[src/rtl/pipe_datapath.sv]
// pipe_datapath: four-stage (ID, EX, MEM, WB) integer pipeline.
//
// Ports:
//   clk           rising-edge clock
//   reset         asynchronous active-low reset
//   inst          instruction word {opc[31:26], rs1[25:21], rs2[20:16], rd[15:11]}, imm[15:0], jtarget[25:0]
//   inst_pc       address of inst
//   inst_valid    inst/inst_pc carry an instruction
//   inst_ready    pipeline accepts inst at the next rising edge
//   br_taken      redirect fetch this cycle (branch/jump resolved in EX)
//   br_target     redirect address, 0 when br_taken is 0
//   dm_addr       data memory address (MEM ALU result, 0 when MEM idle)
//   dm_wdata      store data
//   dm_we         store strobe
//   dm_rdata      load data, combinational from dm_addr
//   retire_count  count of instructions leaving WB
//
// Parameters:
//   XLEN    datapath width (32 or 64)
//   FWD_EN  1: forward MEM/WB results into EX; 0: stall on every RAW hazard
module pipe_datapath #(
    parameter int XLEN   = 32,
    parameter int FWD_EN = 1
) (
    input  logic            clk,
    input  logic            reset,
    input  logic [31:0]     inst,
    input  logic [31:0]     inst_pc,
    input  logic            inst_valid,
    output logic            inst_ready,
    output logic            br_taken,
    output logic [31:0]     br_target,
    output logic [XLEN-1:0] dm_addr,
    output logic [XLEN-1:0] dm_wdata,
    output logic            dm_we,
    input  logic [XLEN-1:0] dm_rdata,
    output logic [31:0]     retire_count
);

    localparam logic [5:0] OP_ADD   = 6'd1;
    localparam logic [5:0] OP_SUB   = 6'd2;
    localparam logic [5:0] OP_STORE = 6'd3;
    localparam logic [5:0] OP_LOAD  = 6'd4;
    localparam logic [5:0] OP_AND   = 6'd12;
    localparam logic [5:0] OP_OR    = 6'd13;
    localparam logic [5:0] OP_XOR   = 6'd14;
    localparam logic [5:0] OP_MOVEI = 6'd16;
    localparam logic [5:0] OP_ADDI  = 6'd19;
    localparam logic [5:0] OP_BEQ   = 6'd21;
    localparam logic [5:0] OP_JUMP  = 6'd22;

    localparam bit FWD = (FWD_EN != 0);

    // ---------------- state ----------------
    logic [XLEN-1:0] rf_q [32];

    logic            id_valid_q, id_valid_d;
    logic [31:0]     id_inst_q, id_inst_d;
    logic [31:0]     id_pc_q, id_pc_d;

    logic            ex_valid_q, ex_valid_d;
    logic [5:0]      ex_opc_q;
    logic [25:0]     ex_low_q;
    logic [31:0]     ex_pc_q;
    logic [4:0]      ex_rs1_q, ex_rs2_q, ex_dst_q;
    logic            ex_wr_q;
    logic [XLEN-1:0] ex_a_q, ex_b_q;

    logic            mem_valid_q, mem_st_q, mem_ld_q, mem_wr_q;
    logic [4:0]      mem_dst_q;
    logic [XLEN-1:0] mem_res_q, mem_sd_q;

    logic            wb_valid_q, wb_wr_q;
    logic [4:0]      wb_dst_q;
    logic [XLEN-1:0] wb_res_q;

    logic [31:0]     retire_q, retire_d;

    // ---------------- ID: decode, register read, hazard ----------------
    logic [5:0]      id_opc;
    logic [4:0]      id_rs1, id_rs2, id_rd, id_dst;
    logic            id_use1, id_use2, id_wr;
    logic [XLEN-1:0] id_a, id_b;
    logic            wb_wr, ex_dep, mem_dep, hazard, stall;

    assign id_opc = id_inst_q[31:26];
    assign id_rs1 = id_inst_q[25:21];
    assign id_rs2 = id_inst_q[20:16];
    assign id_rd  = id_inst_q[15:11];

    always_comb begin
        id_use1 = 1'b0;
        id_use2 = 1'b0;
        id_wr   = 1'b0;
        id_dst  = id_rd;
        case (id_opc)
            OP_ADD, OP_SUB, OP_AND, OP_OR, OP_XOR: begin
                id_use1 = 1'b1; id_use2 = 1'b1; id_wr = 1'b1;
            end
            OP_STORE, OP_BEQ: begin
                id_use1 = 1'b1; id_use2 = 1'b1;
            end
            OP_LOAD, OP_ADDI: begin
                id_use1 = 1'b1; id_wr = 1'b1; id_dst = id_rs2;
            end
            OP_MOVEI: begin
                id_wr = 1'b1; id_dst = id_rs2;
            end
            default: ;
        endcase
    end

    // A WB write to the register being read in ID is visible the same cycle.
    assign wb_wr = wb_valid_q && wb_wr_q && (wb_dst_q != 5'd0);
    assign id_a  = (id_rs1 == 5'd0) ? '0 :
                   (wb_wr && wb_dst_q == id_rs1) ? wb_res_q : rf_q[id_rs1];
    assign id_b  = (id_rs2 == 5'd0) ? '0 :
                   (wb_wr && wb_dst_q == id_rs2) ? wb_res_q : rf_q[id_rs2];

    assign ex_dep  = ex_valid_q && ex_wr_q && (ex_dst_q != 5'd0) &&
                     ((id_use1 && id_rs1 == ex_dst_q) || (id_use2 && id_rs2 == ex_dst_q));
    assign mem_dep = mem_valid_q && mem_wr_q && (mem_dst_q != 5'd0) &&
                     ((id_use1 && id_rs1 == mem_dst_q) || (id_use2 && id_rs2 == mem_dst_q));
    // With forwarding only a load in EX cannot reach the consumer in time.
    assign hazard  = FWD ? (ex_dep && ex_opc_q == OP_LOAD) : (ex_dep || mem_dep);
    // A taken branch flushes ID anyway, so it wins over a stall.
    assign stall   = id_valid_q && hazard && !br_taken;

    // Handshake: an instruction transfers on a rising edge where inst_valid
    // and inst_ready are both 1; inst_ready depends only on pipeline state,
    // never on inst_valid. A transfer in a br_taken cycle is dropped.
    assign inst_ready = reset && !stall;

    always_comb begin
        id_valid_d = id_valid_q;
        id_inst_d  = id_inst_q;
        id_pc_d    = id_pc_q;
        if (br_taken) begin
            id_valid_d = 1'b0;
        end else if (!stall) begin
            id_valid_d = inst_valid;
            id_inst_d  = inst;
            id_pc_d    = inst_pc;
        end
    end

    assign ex_valid_d = id_valid_q && !stall && !br_taken;

    // ---------------- EX: forwarding, ALU, branch ----------------
    logic            mem_fwd, wb_fwd;
    logic [XLEN-1:0] mem_val, ex_a, ex_b, ex_imm, ex_res;
    logic [31:0]     ex_tgt;

    assign mem_fwd = FWD && mem_valid_q && mem_wr_q && (mem_dst_q != 5'd0);
    assign wb_fwd  = FWD && wb_wr;
    assign mem_val = mem_ld_q ? dm_rdata : mem_res_q;
    assign ex_a    = (mem_fwd && mem_dst_q == ex_rs1_q) ? mem_val :
                     (wb_fwd && wb_dst_q == ex_rs1_q)   ? wb_res_q : ex_a_q;
    assign ex_b    = (mem_fwd && mem_dst_q == ex_rs2_q) ? mem_val :
                     (wb_fwd && wb_dst_q == ex_rs2_q)   ? wb_res_q : ex_b_q;
    assign ex_imm  = {{(XLEN-16){ex_low_q[15]}}, ex_low_q[15:0]};

    always_comb begin
        ex_res    = '0;
        br_taken  = 1'b0;
        br_target = 32'd0;
        ex_tgt    = ex_pc_q + {{16{ex_low_q[15]}}, ex_low_q[15:0]};
        case (ex_opc_q)
            OP_ADD:                      ex_res = ex_a + ex_b;
            OP_SUB:                      ex_res = ex_a - ex_b;
            OP_AND:                      ex_res = ex_a & ex_b;
            OP_OR:                       ex_res = ex_a | ex_b;
            OP_XOR:                      ex_res = ex_a ^ ex_b;
            OP_STORE, OP_LOAD, OP_ADDI:  ex_res = ex_a + ex_imm;
            OP_MOVEI:                    ex_res = ex_imm;
            default: ;
        endcase
        if (ex_valid_q && ex_opc_q == OP_BEQ && ex_a == ex_b) begin
            br_taken  = 1'b1;
            br_target = ex_tgt;
        end
        if (ex_valid_q && ex_opc_q == OP_JUMP) begin
            br_taken  = 1'b1;
            br_target = {6'd0, ex_low_q};
        end
    end

    // ---------------- MEM / WB outputs ----------------
    assign dm_we    = mem_valid_q && mem_st_q;
    assign dm_addr  = mem_valid_q ? mem_res_q : '0;
    assign dm_wdata = dm_we ? mem_sd_q : '0;

    assign retire_d     = retire_q + 32'(wb_valid_q);
    assign retire_count = retire_q;

    // ---------------- registers ----------------
    always_ff @(posedge clk or negedge reset) begin
        if (!reset) begin
            id_valid_q  <= 1'b0;
            id_inst_q   <= '0;
            id_pc_q     <= '0;
            ex_valid_q  <= 1'b0;
            ex_opc_q    <= '0;
            ex_low_q    <= '0;
            ex_pc_q     <= '0;
            ex_rs1_q    <= '0;
            ex_rs2_q    <= '0;
            ex_dst_q    <= '0;
            ex_wr_q     <= 1'b0;
            ex_a_q      <= '0;
            ex_b_q      <= '0;
            mem_valid_q <= 1'b0;
            mem_st_q    <= 1'b0;
            mem_ld_q    <= 1'b0;
            mem_wr_q    <= 1'b0;
            mem_dst_q   <= '0;
            mem_res_q   <= '0;
            mem_sd_q    <= '0;
            wb_valid_q  <= 1'b0;
            wb_wr_q     <= 1'b0;
            wb_dst_q    <= '0;
            wb_res_q    <= '0;
            retire_q    <= '0;
        end else begin
            id_valid_q  <= id_valid_d;
            id_inst_q   <= id_inst_d;
            id_pc_q     <= id_pc_d;
            ex_valid_q  <= ex_valid_d;
            ex_opc_q    <= id_opc;
            ex_low_q    <= id_inst_q[25:0];
            ex_pc_q     <= id_pc_q;
            ex_rs1_q    <= id_rs1;
            ex_rs2_q    <= id_rs2;
            ex_dst_q    <= id_dst;
            ex_wr_q     <= id_wr;
            ex_a_q      <= id_a;
            ex_b_q      <= id_b;
            mem_valid_q <= ex_valid_q;
            mem_st_q    <= (ex_opc_q == OP_STORE);
            mem_ld_q    <= (ex_opc_q == OP_LOAD);
            mem_wr_q    <= ex_wr_q;
            mem_dst_q   <= ex_dst_q;
            mem_res_q   <= ex_res;
            mem_sd_q    <= ex_b;
            wb_valid_q  <= mem_valid_q;
            wb_wr_q     <= mem_wr_q;
            wb_dst_q    <= mem_dst_q;
            wb_res_q    <= mem_val;
            retire_q    <= retire_d;
        end
    end

    always_ff @(posedge clk or negedge reset) begin
        if (!reset) begin
            for (int i = 0; i < 32; i++) rf_q[i] <= '0;
        end else if (wb_wr) begin
            rf_q[wb_dst_q] <= wb_res_q;
        end
    end

endmodule

[config.mk]
export PLATFORM = sky130hd
export DESIGN_NAME = pipe_datapath
export DESIGN_NICKNAME = d
export VERILOG_FILES = /design/src/rtl/pipe_datapath.sv
export SDC_FILE = /design/constraint.sdc
export NUM_CORES = 2
export LEC_CHECK = 0
export BUFFER_PORTS_ARGS = -buffer_cell sky130_fd_sc_hd__buf_2
export CAP_MARGIN = 40
export CORE_UTILIZATION = 45
export CTS_CLUSTER_DIAMETER = 100
export CTS_CLUSTER_SIZE = 30
export DETAILED_ROUTE_END_ITERATION = 8
export GPL_TIMING_DRIVEN = 0
export RECOVER_POWER = 100
export SLEW_MARGIN = 30
export SYNTH_ARGS = -nofsm -noshare
export SYNTH_HDL_FRONTEND = slang
export SYNTH_SLANG_ARGS = --single-unit
[constraint.sdc]
create_clock -name clk -period 5.2 [get_ports clk]
set_input_delay 0.26 -clock clk [delete_from_list [all_inputs] [get_ports clk]]
set_output_delay 0.26 -clock clk [all_outputs]
set_load 0.01 [all_outputs]
== Word-level counts from Yosys, hierarchy flattened ==
Index checks and enable logic that the tools add are counted.

* $add $sub $neg: 5
* Magnitude comparators: 4
* Equality and inequality tests: 31
* Muxes and demuxes: 31
* Bitwise operators: 8
* Reductions and logical operators: 40

{| class="wikitable"
|+ Operators with widths
! operator !! count
|-
| $bwmux 1024 || 1
|-
| $mux 32 || 18
|-
| $bmux 32 s5 || 2
|-
| $pmux 32 s7 || 1
|-
| $demux 32 s5 || 1
|-
| $add 32x32->32 || 3
|-
| $eq 6x5->1 const B || 7
|-
| $eq 5x5->1 || 8
|-
| $eq 6x4->1 const B || 6
|-
| $add 32x1->32 || 1
|-
| $and 32x32->32 || 1
|-
| $eq 32x32->1 || 1
|-
| $or 32x32->32 || 1
|-
| $sub 32x32->32 || 1
|-
| $xor 32x32->32 || 1
|-
| $logic_and 1x1->1 || 26
|-
| $eq 6x2->1 const B || 4
|-
| $ge 6x6->1 const B || 3
|-
| $not 5->6 || 3
|-
| $reduce_bool 5->1 || 3
|-
| $eq 6x1->1 const B || 2
|-
| $eq 6x3->1 const B || 2
|-
| $logic_not 5->1 || 2
|-
| $reduce_or 9->1 || 1
|-
| other kinds (11) || 20
|}

* Register bits after elaboration: 1,378
* Input port bits: 99
* Output and inout bits: 131
* Word-level logic and storage cells: 176

== Longest topological paths before layout ==
* Depth after elaboration: 14
* Depth in mapped cells: 22

== Worst setup path after synthesis ==
Ideal clock, no wire load.

* Kind: reg-to-reg
* Start point: register wb_dst_q[3]
* End point: register mem_res_q[30]
* Setup time: 131 ps
* Arrival time: 4,593 ps
* Path slack: 476 ps
* Stages on the path, launching flop included: 22
* Buffers on the path: 2
* Period minus slack after synthesis: 4,724 ps
* Cell sequence: dfrtp_1 > clkbuf_1 > nor3_1 > a21oi_1 > nand3_1 > buf_2 > mux2i_1 > a21oi_1 > inv_1 > o21ai_0 > ha_1 > fa_1 > a211oi_1 > o21a_1 > o31ai_2 > o21ai_2 > o31ai_4 > a41oi_1 > o21bai_2 > o31ai_1 > nor4b_1 > or3_1

* Longest elaborated chain between the ends: 7
* Elaborated cells between the ends (all ways): 17

{| class="wikitable"
|+ Ends and longest elaborated chain
! element !! line !! text
|-
| from (decl) || 74 || <nowiki>logic [4:0] wb_dst_q;</nowiki>
|-
| from (signal assigned) || 247 || <nowiki>wb_dst_q <= mem_dst_q;</nowiki>
|-
| $reduce_bool 5->1 || 114 || <nowiki>assign wb_wr = wb_valid_q && wb_wr_q && (wb_dst_q != 5'd0);</nowiki>
|-
| $logic_and 1x1->1 || 114 ||
|-
| $logic_and 1x1->1 (*) || 160 || <nowiki>(wb_fwd && wb_dst_q == ex_rs2_q) ? wb_res_q : ex_b_q;</nowiki>
|-
| $mux 32 (*) || 160 ||
|-
| $mux 32 (*) || 159 || <nowiki>assign ex_b = (mem_fwd && mem_dst_q == ex_rs2_q) ? mem_val :</nowiki>
|-
| named net ex_b[0] || 151 || <nowiki>logic [XLEN-1:0] mem_val, ex_a, ex_b, ex_imm, ex_res;</nowiki>
|-
| $sub 32x32->32 / $add 32x32->32 (equally long branches) || 170, 169 ||
|-
| $pmux 32 s7 (*) || 168 || <nowiki>case (ex_opc_q)</nowiki>
|-
| named net ex_res[30] || 151 ||
|-
| to (signal assigned) || 243 || <nowiki>mem_res_q <= ex_res;</nowiki>
|-
| to (decl) || 71 || <nowiki>logic [XLEN-1:0] mem_res_q, mem_sd_q;</nowiki>
|}

Mark *: on every way through the listed nets, which the timed path passes. The rest lies on a longest branch.
A chain may end at the register's enable or synchronous reset.

== Worst setup path in the final report ==
* Start point: register mem_dst_q[0]
* End point: output br_target[15]

* Longest elaborated chain between the ends: 8
* Elaborated cells between the ends (all ways): 12

{| class="wikitable"
|+ Ends and longest elaborated chain
! element !! line !! text
|-
| from (decl) || 70 || <nowiki>logic [4:0] mem_dst_q;</nowiki>
|-
| from (signal assigned) || 242 || <nowiki>mem_dst_q <= ex_dst_q;</nowiki>
|-
| $reduce_bool 5->1 || 154 || <nowiki>assign mem_fwd = FWD && mem_valid_q && mem_wr_q && (mem_dst_q != 5'd0);</nowiki>
|-
| $logic_and 1x1->1 || 154 ||
|-
| $logic_and 1x1->1, on equally long branches || 157, 159 ||
|-
| $mux 32, on equally long branches || 157, 159 ||
|-
| $eq 32x32->1 (*) || 178 || <nowiki>if (ex_valid_q && ex_opc_q == OP_BEQ && ex_a == ex_b) begin</nowiki>
|-
| $logic_and 1x1->1 (*) || 178 ||
|-
| $mux 32 (*) || 178 ||
|-
| $mux 32 (*) || 182 || <nowiki>if (ex_valid_q && ex_opc_q == OP_JUMP) begin</nowiki>
|-
| to (decl) || 32 || <nowiki>output logic [31:0] br_target,</nowiki>
|}

Mark *: on every way between the ends. The rest lies on a longest branch, timed or not.

==> summary.md <==
STA
• 0.0333 ns — post-route clock skew
• 0.0228 ns — final worst-path setup slack
• -0.948 — Rel. slew slack
• 5.18 ns — Tmin final
• 322 — number of max-slew violations in the final report
• 0 — number of setup violations in the final report
• 193 MHz — timing-limited maximum frequency
• yes — unrepaired setup endpoints after global routing
• 0.0486 ns — minimum hold slack
• 2.92 ns — transition time at the pin with the least slew margin
• 0.996 — part of the cycle the worst path needs
• 0 — Final Hold Vio Count
• 0 ns — TNS Setup

Logic synthesis
• 0.459 — sequential fraction of the synthesis area
• 74,600 µm² — post-synthesis instance area
• 1,368 — #FFs+latches synth
• 80 — count of cell types in the netlist
• 0 — count of flip-flops with a built-in enable after synthesis
• 0.459 — fraction of post-synthesis cell area in the top cell type by area
• sky130_fd_sc_hd__dfrtp_1 — post-synthesis cell type with the largest combined area
• sky130_fd_sc_hd__dfrtp_1 — most used flip-flop cell after synthesis
• 5,366 — cells after synthesis
• sky130_fd_sc_hd__dfrtp_1 46%, sky130_fd_sc_hd__mux4_2 19%, sky130_fd_sc_hd__mux2_2 16% — top cells by area in the synthesized netlist
• 0 — number of warnings reported in the yosys synthesis log
• 5,627 — net count of the mapped netlist
• 1.00 — Async SR Flop Fraction
• 13.9 µm² — average footprint of a synthesized cell

Drt
• 262 mm — total wirelength of the detailed-routed design
• 0 — remaining routing DRC violations
• 50,889 — vias post-DR
• 6.29 — Avg Vias per Cell
• 8 — Pre-Repair DR Iteration Count
• 32.3 µm — post-detailed-route wirelength per cell
• 0 — DRT antenna net count
• 5,364 — Initial DRC Count

Placed design
• -1.83 ns — pre-CTS setup slack
• 229 — number of buffer cells added on primary ports
• 0.975 — placer congestion estimate
• 204 mm — detailed placer's ending HPWL

Pwr
• 227 nW/µm² — PD cells
• 39.0 nW — leakage power summed over all cells
• 0.0191 W — overall power
• 0.324 mV — maximum vdd drop

Final layout
• 0.403 — fraction of final layout cells sized beyond drive strength 1
• 14,203 — final-layout fill cell count
• 34,200 µm² — area taken by flip-flops and latches
• 12.5% — area grow syn2layout
• 38,800 µm² — Multi-input gate area
• 0.509 — share of the core filled with cells in the final layout
• 6,145 — Post-layout nets

Global routing
• 0.310 — combined global-route utilization of all metal layers
• 119 — largest net degree at the start of global routing
• 9 — initial antenna violation count
• 374 mm — global-route wire length before repair
• 0 — aggregate global routing overflow
• 50,827 — number of global-route vias before repair

Worst setup path
• mem_res_q[25]$_DFF_PN0_ — reg-to-reg endpoint
• register — category of the worst setup path launch point
• 4.92 ns — arrival time of data at the critical path endpoint
• output pin — critical path capture point type
• 7 — critical path peak fanout
• register to output pin — worst setup path class
• 0.04 ns — flop2flop setup slack
• 4.94 ns — worst endpoint required time
• 20 — Register-to-Register Path Depth
• mem_dst_q[0]$_DFF_PN0_ — FF-to-FF Start

Clocking
• 56 — number of buffers inserted during clock tree synthesis
• built — TritonCTS clock tree
• 3 — maximum clock insertion buffer count
• 1,368 — sinks on the clock net
• 0.75 ns — later-pin clock latency in the skew report
• 2 — number of H-tree levels
• sky130_fd_sc_hd__clkbuf_16 — clock root buffer
• 0.12 ns — clock-pin slew on the worst setup and hold paths

Run
• 3 — number of maximum-capacitance constraint violations

Min path
• primary input to async pin — Worst Hold Class

Floorplanning
• 230 — # IOs
• 165,000 µm² — area of the core
• 149 — number of cell rows
• 167,000 µm² — die area
• 409 µm — x dimension of the die
• 409 µm — die height
• 0.453 — effective utilization at floorplan

Outcome
• finished with violations — run status
• max-capacitance violations, max-slew violations — violated checks

==> logic make-up (layout without fill, tap and decap cells) <==
group | count (synthesis) | in the layout | synth area share
muxes | 1869 | 1869 | 0.373
DFF | 1368 | 1368 | 0.459
and+or+nand+nor | 624 | 624 | 0.0397
AOI/OAI and AO/OA | 596 | 596 | 0.0514
buffers and inverters | 592 | 1129 | 0.0313
adders and majority gates | 163 | 163 | 0.0276
xor gates and xnor gates | 154 | 154 | 0.0181
other | 0 | 2 | 0
==> metal layers <==
| layer | track usage | part of all wire |
|---|---|---|
| met1 | 0.421 | 0.41 |
| met3 | 0.0664 | 0.083 |
| met5 | 0 | 0.000088 |
| met2 | 0.483 | 0.46 |
| met4 | 0.133 | 0.050 |
==> repair_timing <==
action | CTS | global route
pin swaps | 15 | 17
setup endpoints to repair | 127 | 39
buffers inserted | 26 | 33
resized for setup | 197 | 88
hold endpoints to repair | 326 | 0
hold buffers | 98 | 0
cloned | 0 | 4
==> placed cells by master (no fill, tap or decap), types with 12 or more instances in the layout <==
cell / instances
sky130_fd_sc_hd__a211oi_1: 98
sky130_fd_sc_hd__a21o_1: 41
sky130_fd_sc_hd__a21oi_1: 127
sky130_fd_sc_hd__a21oi_2: 30
sky130_fd_sc_hd__a221oi_1: 18
sky130_fd_sc_hd__and2_1: 43
sky130_fd_sc_hd__and3_1: 40
sky130_fd_sc_hd__buf_1: 26
sky130_fd_sc_hd__buf_16: 17
sky130_fd_sc_hd__buf_2: 300
sky130_fd_sc_hd__buf_4: 82
sky130_fd_sc_hd__buf_6: 55
sky130_fd_sc_hd__clkbuf_1: 314
sky130_fd_sc_hd__clkbuf_16: 61
sky130_fd_sc_hd__clkbuf_2: 46
sky130_fd_sc_hd__dfrtp_1: 1362
sky130_fd_sc_hd__dlygate4sd3_1: 98
sky130_fd_sc_hd__ha_1: 148
sky130_fd_sc_hd__inv_1: 81
sky130_fd_sc_hd__mux2_1: 74
sky130_fd_sc_hd__mux2_2: 1020
sky130_fd_sc_hd__mux2i_1: 152
sky130_fd_sc_hd__mux4_2: 620
sky130_fd_sc_hd__nand2_1: 135
sky130_fd_sc_hd__nand2b_1: 14
sky130_fd_sc_hd__nand3_1: 34
sky130_fd_sc_hd__nand4_1: 33
sky130_fd_sc_hd__nor2_1: 223
sky130_fd_sc_hd__nor2b_1: 26
sky130_fd_sc_hd__nor3_1: 18
sky130_fd_sc_hd__o21ai_0: 101
sky130_fd_sc_hd__o21ai_1: 24
sky130_fd_sc_hd__o21ai_2: 13
sky130_fd_sc_hd__o21ai_4: 12
sky130_fd_sc_hd__o221ai_1: 24
sky130_fd_sc_hd__or3_1: 13
sky130_fd_sc_hd__xnor2_1: 80
sky130_fd_sc_hd__xor2_1: 73
==> through the flow <==
| step | cell area (µm²) | cells |
|---|---|---|
| floorplan | 74600 | 5366 |
| detailed placement | 79700 | 7859 |
| global placement | 78500 | 7784 |
| global route | 83900 | 8093 |
| finish | 83900 | 8094 |
| CTS | 83200 | 8053 |
==> synthesized netlist by cell type (18+ instances only) <==
library cell and instances:
sky130_fd_sc_hd__mux2i_1 155, sky130_fd_sc_hd__a21o_1 41, sky130_fd_sc_hd__buf_1 47, sky130_fd_sc_hd__a221oi_1 18, sky130_fd_sc_hd__mux2_1 54, sky130_fd_sc_hd__nand2_1 135
sky130_fd_sc_hd__nand3_1 36, sky130_fd_sc_hd__inv_1 86, sky130_fd_sc_hd__dfrtp_1 1368, sky130_fd_sc_hd__xnor2_1 81, sky130_fd_sc_hd__nor3_1 23, sky130_fd_sc_hd__a21oi_1 167
sky130_fd_sc_hd__nor2b_1 27, sky130_fd_sc_hd__xor2_1 73, sky130_fd_sc_hd__buf_2 73, sky130_fd_sc_hd__nor2_1 230, sky130_fd_sc_hd__o21ai_1 21, sky130_fd_sc_hd__and3_1 40
sky130_fd_sc_hd__o21ai_0 127, sky130_fd_sc_hd__o221ai_1 25, sky130_fd_sc_hd__nand4_1 33, sky130_fd_sc_hd__and2_1 43, sky130_fd_sc_hd__mux2_2 1040, sky130_fd_sc_hd__a211oi_1 99
sky130_fd_sc_hd__clkbuf_1 379, sky130_fd_sc_hd__ha_1 159, sky130_fd_sc_hd__mux4_2 620
==> worst max-delay path by stage <==
stage               cells after the start  slack, ns                   start                       to
finish                                 18       0.02  mem_dst_q[0]$_DFF_PN0_            br_target[15]
global placement                        1     -26.75                   reset    rf_q[668]$_DFFE_PN0P_
CTS                                    14      -0.05  mem_dst_q[0]$_DFF_PN0_            br_target[23]
detailed placement                     21      -1.83   wb_dst_q[2]$_DFF_PN0_  mem_res_q[30]$_DFF_PN0_
global route                           18       -0.1  mem_dst_q[0]$_DFF_PN0_            br_target[15]
floorplan                              21       0.48   wb_dst_q[3]$_DFF_PN0_  mem_res_q[30]$_DFF_PN0_
==> cell type report <==
type                    instances  area share
diodes                          2   0.0000596
plain buffers                 497      0.0276
clock buffers                  58      0.0170
clock inverters                19     0.00303
inverters                      87     0.00389
multi-input cells            3406       0.462
flip-flops and latches       1368       0.408
well taps                    2189      0.0326
repair buffers                468      0.0455
==> registers in the layout, summed over array words and instances, names as in the netlist, 6 cells and up <==
register / cells
ex_b_q: 32
rf_q: 1024
ex_a_q: 32
ex_opc_q: 6
id_pc_q: 32
ex_low_q: 18
ex_pc_q: 32
retire_count: 32
wb_res_q: 32
mem_res_q: 32
mem_sd_q: 32
id_inst_q: 32
==> where the power goes <==
part / leakage (nW) / internal (W) / switching [W]
logic: 19.5 / 0.000824 / 0.00144
clock network: 0.827 / 0.00217 / 0.00366
registers: 18.7 / 0.0108 / 0.000186
total: 39.0 / 0.0138 / 0.00528
==> critical path: stages (launching register included) <==
cell                        delay (ns)
sky130_fd_sc_hd__dfrtp_1          0.43
sky130_fd_sc_hd__or3_1            0.40
sky130_fd_sc_hd__o311a_1          0.32
sky130_fd_sc_hd__nand4_1          0.15
sky130_fd_sc_hd__buf_12           0.18
sky130_fd_sc_hd__buf_8            0.14
sky130_fd_sc_hd__buf_6            0.15
sky130_fd_sc_hd__o21ai_2          0.11
sky130_fd_sc_hd__ha_1             0.32
sky130_fd_sc_hd__buf_6            0.11
sky130_fd_sc_hd__nand4_1          0.17
sky130_fd_sc_hd__nor2_1           0.16
sky130_fd_sc_hd__nor4b_4          0.25
sky130_fd_sc_hd__nand4_1          0.19
sky130_fd_sc_hd__or3_4            0.44
sky130_fd_sc_hd__buf_12           0.17
sky130_fd_sc_hd__clkbuf_16        0.17
sky130_fd_sc_hd__o21ai_4          0.18
sky130_fd_sc_hd__buf_6            0.13
Note: power is estimated with default switching activity, not from simulation.
